--- src/rtl/pipe_issue.sv ---
// Issue stage: instruction FIFO, RAW hazard bubbles, one issue per clock.
// Ports: clk1/rst_n, in_valid/in_ready/in_instr, halt, flush, issue_valid,
// rs1/rs2/rd/func/addr; issue_cnt/stall_cnt only when PERF_CNT_EN is defined.
module pipe_issue #(
  parameter int DEPTH    = 4,
  parameter int HAZ_DIST = 2
) (
  input  logic        clk1,
  input  logic        rst_n,
  input  logic        in_valid,
  output logic        in_ready,
  input  logic [23:0] in_instr,
  input  logic        halt,
  input  logic        flush,
  output logic        issue_valid,
  output logic [3:0]  rs1,
  output logic [3:0]  rs2,
  output logic [3:0]  rd,
  output logic [3:0]  func,
  output logic [7:0]  addr
`ifdef PERF_CNT_EN
  ,
  output logic [15:0] issue_cnt,
  output logic [15:0] stall_cnt
`endif
);

  localparam int AW = $clog2(DEPTH);

  logic [23:0]         r_mem [DEPTH];
  logic [AW:0]         r_wptr;
  logic [AW:0]         r_rptr;
  logic [HAZ_DIST-1:0] r_hv;
  logic [3:0]          r_hrd [HAZ_DIST];

  logic                r_vld;
  logic [3:0]          r_rs1;
  logic [3:0]          r_rs2;
  logic [3:0]          r_rd;
  logic [3:0]          r_func;
  logic [7:0]          r_addr;

  logic        w_full;
  logic        w_empty;
  logic        w_push;
  logic        w_haz;
  logic        w_issue;
  logic [23:0] w_head;

  // Same index, different wrap bit means the write side lapped the read side.
  assign w_full  = (r_wptr[AW] != r_rptr[AW]) &&
                   (r_wptr[AW-1:0] == r_rptr[AW-1:0]);
  assign w_empty = (r_wptr == r_rptr);
  assign w_push  = in_valid && !w_full && !flush;
  assign w_head  = r_mem[r_rptr[AW-1:0]];

  always_comb begin
    w_haz = 1'b0;
    for (int i = 0; i < HAZ_DIST; i++) begin
      if (r_hv[i] && ((r_hrd[i] == w_head[15:12]) ||
                      (r_hrd[i] == w_head[11:8])))
        w_haz = 1'b1;
    end
  end

  assign w_issue = !w_empty && !halt && !flush && !w_haz;

  always_ff @(posedge clk1) begin
    if (w_push)
      r_mem[r_wptr[AW-1:0]] <= in_instr;
  end

  always_ff @(posedge clk1 or negedge rst_n) begin
    if (!rst_n) begin
      r_wptr <= '0;
      r_rptr <= '0;
    end else if (flush) begin
      r_wptr <= '0;
      r_rptr <= '0;
    end else begin
      if (w_push)
        r_wptr <= r_wptr + {{AW{1'b0}}, 1'b1};
      if (w_issue)
        r_rptr <= r_rptr + {{AW{1'b0}}, 1'b1};
    end
  end

  // History shifts every edge so hazards age out even while halted.
  always_ff @(posedge clk1 or negedge rst_n) begin
    if (!rst_n) begin
      r_hv <= '0;
      for (int i = 0; i < HAZ_DIST; i++)
        r_hrd[i] <= '0;
    end else if (flush) begin
      r_hv <= '0;
    end else begin
      r_hv[0]  <= w_issue;
      r_hrd[0] <= w_head[19:16];
      for (int i = 1; i < HAZ_DIST; i++) begin
        r_hv[i]  <= r_hv[i-1];
        r_hrd[i] <= r_hrd[i-1];
      end
    end
  end

  always_ff @(posedge clk1 or negedge rst_n) begin
    if (!rst_n) begin
      r_vld  <= 1'b0;
      r_rs1  <= '0;
      r_rs2  <= '0;
      r_rd   <= '0;
      r_func <= '0;
      r_addr <= '0;
    end else if (w_issue) begin
      r_vld  <= 1'b1;
      r_func <= w_head[23:20];
      r_rd   <= w_head[19:16];
      r_rs1  <= w_head[15:12];
      r_rs2  <= w_head[11:8];
      r_addr <= w_head[7:0];
    end else begin
      r_vld  <= 1'b0;
      r_rs1  <= '0;
      r_rs2  <= '0;
      r_rd   <= '0;
      r_func <= '0;
      r_addr <= '0;
    end
  end

  assign in_ready    = !w_full;
  assign issue_valid = r_vld;
  assign rs1         = r_rs1;
  assign rs2         = r_rs2;
  assign rd          = r_rd;
  assign func        = r_func;
  assign addr        = r_addr;

`ifdef PERF_CNT_EN
  logic [15:0] r_icnt;
  logic [15:0] r_scnt;

  always_ff @(posedge clk1 or negedge rst_n) begin
    if (!rst_n) begin
      r_icnt <= '0;
      r_scnt <= '0;
    end else begin
      if (w_issue && (r_icnt != 16'hFFFF))
        r_icnt <= r_icnt + 16'd1;
      if (!w_empty && !halt && !flush && w_haz &&
          (r_scnt != 16'hFFFF))
        r_scnt <= r_scnt + 16'd1;
    end
  end

  assign issue_cnt = r_icnt;
  assign stall_cnt = r_scnt;
`endif

endmodule

--- config.mk ---
export PLATFORM = sky130hd
export DESIGN_NAME = pipe_issue
export DESIGN_NICKNAME = d
export VERILOG_FILES = /design/src/rtl/pipe_issue.sv
export SDC_FILE = /design/constraint.sdc
export NUM_CORES = 1
export LEC_CHECK = 0
export CORE_MARGIN = 2
export CORE_UTILIZATION = 48
export DETAILED_ROUTE_END_ITERATION = 8
export PLACE_DENSITY_LB_ADDON = 0.15
export SLEW_MARGIN = 20
export SYNTH_ARGS = -nofsm -noshare
export SYNTH_HDL_FRONTEND = slang
export SYNTH_SLANG_ARGS = --single-unit
--- constraint.sdc ---
create_clock -name clk1 -period 5.4 [get_ports clk1]
set_input_delay 0.81 -clock clk1 [delete_from_list [all_inputs] [get_ports clk1]]
set_output_delay 0.81 -clock clk1 [all_outputs]
set_load 0.05 [all_outputs]
==> results of run 1 <==
synth_stat cells, types with 3 or more instances:
library cell  number  area (µm²)
nor4_1             4        25.0
nor2b_1           22         138
nand3_1            3        15.0
xor2_1            18         158
and2_1             4        25.0
nor2_1             8        30.0
edfxtp_1          96        2880
mux4_2            24         541
buf_4              3        22.5
nand2_1            3        11.3
ha_1               5        62.6
xnor2_1            3        26.3
inv_1              8        30.0
mux2_2             9         101
dfrtp_1           41        1030
clkbuf_1           3        11.3
worst max-delay path: stages (launching register included):
cell,delay [ns]
dfrtp_2,0.98
xnor2_1,0.17
nand3_1,0.20
clkdlybuf4s50_1,0.83
path summary, 6_finish.rpt:
kind                            from   endpoint  slack, ns  depth (start not counted)
min                            rst_n    func[1]       0.46                          1
max reg2reg                r_rptr[0]  r_rptr[1]       2.05                          6
min reg2reg                  r_hv[0]    r_hv[1]       0.50                          1
max                        r_rptr[0]   in_ready       1.90                          3
max in group asynchronous      rst_n  r_rptr[0]       4.28                          1
min in group clk1            r_hv[0]    r_hv[1]       0.50                          1
cell families after synthesis:
family | synth area share (%)
DFF | 75.1
adders and majority gates | 1.20
AOI/OAI and AO/OA | 0.288
muxes | 12.7
buffers and inverters | 1.83
xor gates and xnor gates | 3.53
and+or+nand+nor | 5.34
registers in the layout, indices dropped and copies added, names as in the netlist, 2 cells and up:
| register | flops |
|---|---|
| rs1 | 4 |
| rs2 | 4 |
| r_hv | 2 |
| rd | 4 |
| addr | 8 |
| r_mem | 96 |
| func | 4 |
| r_rptr | 3 |
| r_hrd | 8 |
| r_wptr | 3 |
where the power goes:
group / switching, mW / leakage, nW / internal, mW
Clock: 0.374 / 0.259 / 0.646
Combinational: 0.195 / 0.671 / 0.195
Sequential: 0.0752 / 1.42 / 1.19
Total: 0.644 / 2.35 / 2.04
routing by layer:
layer / vias to the layer above / share of wire [%]
met4: 0 / 1.1
met3: 9 / 4.8
li1: 1143 / -
met1: 1277 / 40
met2: 64 / 54
met5: - / 0
layout by cell type, fill, tap and decap left out, drive strengths merged:
cell type / n
edfxtp: 96
clkdlybuf4s50: 53
dfrtp: 41
clkbuf: 29
mux4: 24
nor2b: 22
xor2: 18
mux2: 9
nor2: 8
inv: 8
buf: 6
ha: 5
nor4: 4
and2: 4
nand3: 4
xnor2: 3
nand2: 3
o21ai: 2
nand2b: 2
mux2i: 2
clkinv: 2
nor3: 1
a21oi: 1
nand4: 1
bufinv: 1
cell type report:
cell class                      instances  area (µm²)
Clock buffer                           29         489
Clock inverter                          3        40.0
Fill cell                             815        4280
Inverter                                8        30.0
Multi-Input combinational cell        113        1200
Sequential cell                       137        3910
Tap cell                              140         175
Timing Repair Buffer                   59         573
through the flow:
step	cells	instance area, µm²	total power [mW]	hold slack [ns]	utilization [%]
2_1_floorplan	268	5200	1.56	0.461	-
3_3_place_gp	457	5890	1.68	0.486	55.1
3_5_place_dp	457	5890	1.69	0.492	55.1
4_1_cts	489	6420	2.72	0.486	60.0
5_1_grt	489	6420	2.80	0.516	60.0
6_report	489	6420	2.68	0.460	60.0
==> results.md, run 1 <==
* Post-synth cell types at 26
* FMAX at about 290 MHz
* First-pass GRT wire length at between 10 and 15 mm
* Synthesized area at approximately 0.0052 mm²
* Vias in the first global route at 2,671
* Top Ports at 55
* Wire per inst at 17.8 µm
* Power Dens Cells at 417 mW/mm²
* Worst Path Max Fanout at 28
* GRT Util Overall at around 17%
* Slew HR at 35.7%
* Via/cell ratio at ~5.1
* # hold bufs at CTS at 0
* Total wire length at about 8.7 mm
* Placement Rows at 38
* Sequential share of the synthesized area at roughly three quarters
* Pins Over Slew Limit at 0
* Number of flops mapped to enable cells by yosys at 96
* Antenna cells at 0
* Final period utilization at 64.7%
* Setup violations, final at 0
* Initial antenna violation count at 0
* Final Skew at ~0.0087 ns
* Static Leak at approximately 2.3 nW
* Syn. warnings at 0
* Cells after Synth at around 270
* Buffers on Ports at 54
* Clock transition at path regs at 0.06 ns
* Syn_nets at around 300
* Clock Latency Late Sink at between 0.5 and 0.6 ns
* Most used DFF post-synth: edfxtp_1
* Core ar. at 0.0107 mm²
* Initial Util at roughly half
* Die area at 0.0117 mm²
* Clk Tree Root Cell: clkbuf_8
* Slew at the pin with the worst max-slew slack at a little under 1 ns
* Met3 GRT Util at slightly below 6%
* # DRC at 0
* Slack of the critical path at roughly 1.9 ns
* Met1 usage at a little over 20%
* Busiest layer in global routing: met2
* Place WS at about 2.0 ns
* Critical Path AT at approximately 2.7 ns
* Critical setup path kind: reg -> out
* Cts repair resizes at 0
* Max_cap viols at 0
* CTS Sinks at 137
* Critical path endpoint category: output port
* Layout cells sized above 1 at a little under a fifth
* H-Tree Level Count at 4
* Grt met2 use at 29.0%
* Die Y at ~110 µm
* Total grt overflow at 0
* DIE WIDTH at approximately 110 µm
* Setup TNS at 0 ns
* Worst-case clock buffer depth at 2
* Minimum clock period after layout at 3.50 ns
* Setup crit start kind: flip-flop
* #FFs+latches synth at ~140
* Nets at 370
* Setup bufs post-CTS at 0
* Syn_area_per_cell at 19.4 µm²
* CP required at ~4.6 ns
* Status: complete, no violations
* Routability cong. at 0.749
* Largest net degree at the start of global routing at 42
* Num CTS Buffers at 17
* 1st-pass router iterations at 4
* DRT antenna net count at 0
* Fin. Hold Viols at 0
* Fraction of registers with async set/reset at between 20% and 30%
* DP HPWL at about 5 mm
* Worst min path class: in -> async
* Via count at 2,493
* DR iter-0 viols at roughly 110
* Unrepaired setup endpoints after global routing: false
* Area grow syn2layout at 23.3%
* Worst IR Drop VDD at 196 µV
* CTS tree: built
Power figures use the tool's default switching activity.
==> run 2, diff against run 1 <==
==> constraint.sdc (replaced) <==
create_clock -name clk1 -period 2.9 [get_ports clk1]
set_input_delay 0.435 -clock clk1 [delete_from_list [all_inputs] [get_ports clk1]]
set_output_delay 0.435 -clock clk1 [all_outputs]
set_load 0.05 [all_outputs]
==> results.md, run 2 (synthesis results as in run 1) <==
* WP buf/inv at 0
* Critical Path AT at roughly 3.0 ns
* Cts repair resizes at 0
* CTS tree: built
* Highest-count cells in the layout ignoring fill and taps: edfxtp_1 (96), clkdlybuf4s50_1 (52), dfrtp_1 (40), mux4_2 (24), nor2b_1 (22)
* Pins Over Slew Limit at 0
* Final period utilization at about nine tenths
* Total wire length at roughly 9.2 mm
* Layout cells sized above 1 at a little over a fifth
* Critical setup path kind: reg -> reg
* Antenna cells at 0
* DRT antenna net count at 0
* Initial antenna violation count at 0
* Die Y at roughly 110 µm
* H-Tree Level Count at 4
* Status: complete, no violations
* Crit path cell chain: mux4_2 -> xor2_1 -> nor4_1 -> o21ai_1 -> nand3_2 -> mux2_2
* Minimum clock period after layout at 2.61 ns
* Vias in the first global route at about 2,700
* DIE WIDTH at 108 µm
* Clock Latency Late Sink at about 0.5 ns
* Fin. Hold Viols at 0
* First-pass GRT wire length at ~15 mm
* Worst Path Max Fanout at 12
* Clk Tree Root Cell: clkbuf_8
* Pwr Total at between 5 and 6 mW
* Area grow syn2layout at 27.6%
* Clock transition at path regs at 0.06 ns
* Wire per inst at about 19 µm
* Unrepaired setup endpoints after global routing: false
* Max reg flops at 96
* Max_cap viols at 0
* Worst-case clock buffer depth at 2
* Slew at the pin with the worst max-slew slack at 0.663 ns
* 1st-pass router iterations at 4
* CTS Sinks at between 100 and 150
* Power Dens Cells at ~820 mW/mm²
* Via/cell ratio at 5.16
* Worst-path cell with the longest stage delay: dfrtp_2
* GRT Util Overall at 18.1%
* DR iter-0 viols at 88
* Total grt overflow at 0
* Via count at around 2,600
* Num CTS Buffers at 17
* Final Skew at ~0.011 ns
* Worst min path class: in -> async
* Initial Util at 48.7%
* CP required at 3.28 ns
* Critical path endpoint category: flip-flop
* Setup bufs post-CTS at 0
* Nets at 376
* Setup TNS at 0 ns
* # hold bufs at CTS at 1
* Delay-heaviest family, CP: multiplexers
* Top Ports at between 50 and 60
* FMAX at around 380 MHz
* DP HPWL at roughly 5.6 mm
* Cells after DPL at 462
* Setup crit start kind: flip-flop
* Buffers on Ports at 54
* Static Leak at 2.45 nW
* Routability cong. at roughly 0.79
* Slew HR at a little under three fifths
* Placement Rows at 38
* Core ar. at about 0.011 mm²
* Final Non-Filler Cells at roughly 500
* Worst IR Drop VDD at 466 µV
* Commonest non-fill, non-tap cell in the layout: edfxtp_1
* Largest net degree at the start of global routing at 29
* Die area at 0.0117 mm²
* # DRC at 0
* Post-layout util at 62.1%
* CP peak stage delay at between 0.6 and 0.7 ns
* Setup violations, final at 0
run 2: final cells by class:
type | instances | area [µm²]
inverters | 8 | 30.0
clock inverters | 11 | 194
flip-flops and latches | 137 | 3910
well taps | 140 | 175
repair buffers | 65 | 681
clock buffers | 21 | 449
fillers | 785 | 4060
multi-input cells | 113 | 1200
run 2: worst register-to-register path, stage by stage, from the launching register on:
cell and delay [ns]:
dfrtp_2 0.61, mux4_2 0.62, xor2_1 0.17, nor4_1 0.35, o21ai_1 0.16, nand3_2 0.22, mux2_2 0.38
run 2: final timing paths:
| check | startpoint | endpoint | slack (ns) | depth (start not counted) |
|---|---|---|---|---|
| setup / recovery | r_rptr[0] | r_rptr[1] | 0.29 | 6 |
| hold / removal | rst_n | rs2[1] | 0.50 | 2 |
| setup reg to reg | r_rptr[0] | r_rptr[1] | 0.29 | 6 |
| hold reg to reg | r_rptr[2] | r_rptr[2] | 0.50 | 1 |
| max in group asynchronous | rst_n | r_hrd[6] | 1.74 | 3 |
| min in group clk1 | r_rptr[2] | r_rptr[2] | 0.50 | 1 |
run 2: power breakdown:
group	internal (mW)	switching, mW	total [mW]	leakage (nW)
Sequential	2.22	0.110	2.33	1.42
Combinational	0.384	0.409	0.793	0.720
Clock	1.53	0.769	2.30	0.313
Total	4.14	1.29	5.43	2.45
run 2: through the flow:
| step | hold WS, ns | instance area (µm²) | setup slack, ns |
|---|---|---|---|
| after floorplan | 0.139 | 5200 | 0.224 |
| final | 0.497 | 6640 | 0.288 |
| after global routing | 0.521 | 6640 | 0.164 |
| after global placement | 0.490 | 5990 | 0.383 |
| after detailed placement | 0.499 | 5990 | 0.310 |
| after CTS | 0.505 | 6640 | 0.296 |
run 2: routing by layer:
layer / GRT usage, % / part of all wire [%]
met1: 21.7 / 43
met2: 31.2 / 53
met3: 5.06 / 2.7
met4: 6.87 / 1.3
met5: 0 / 0
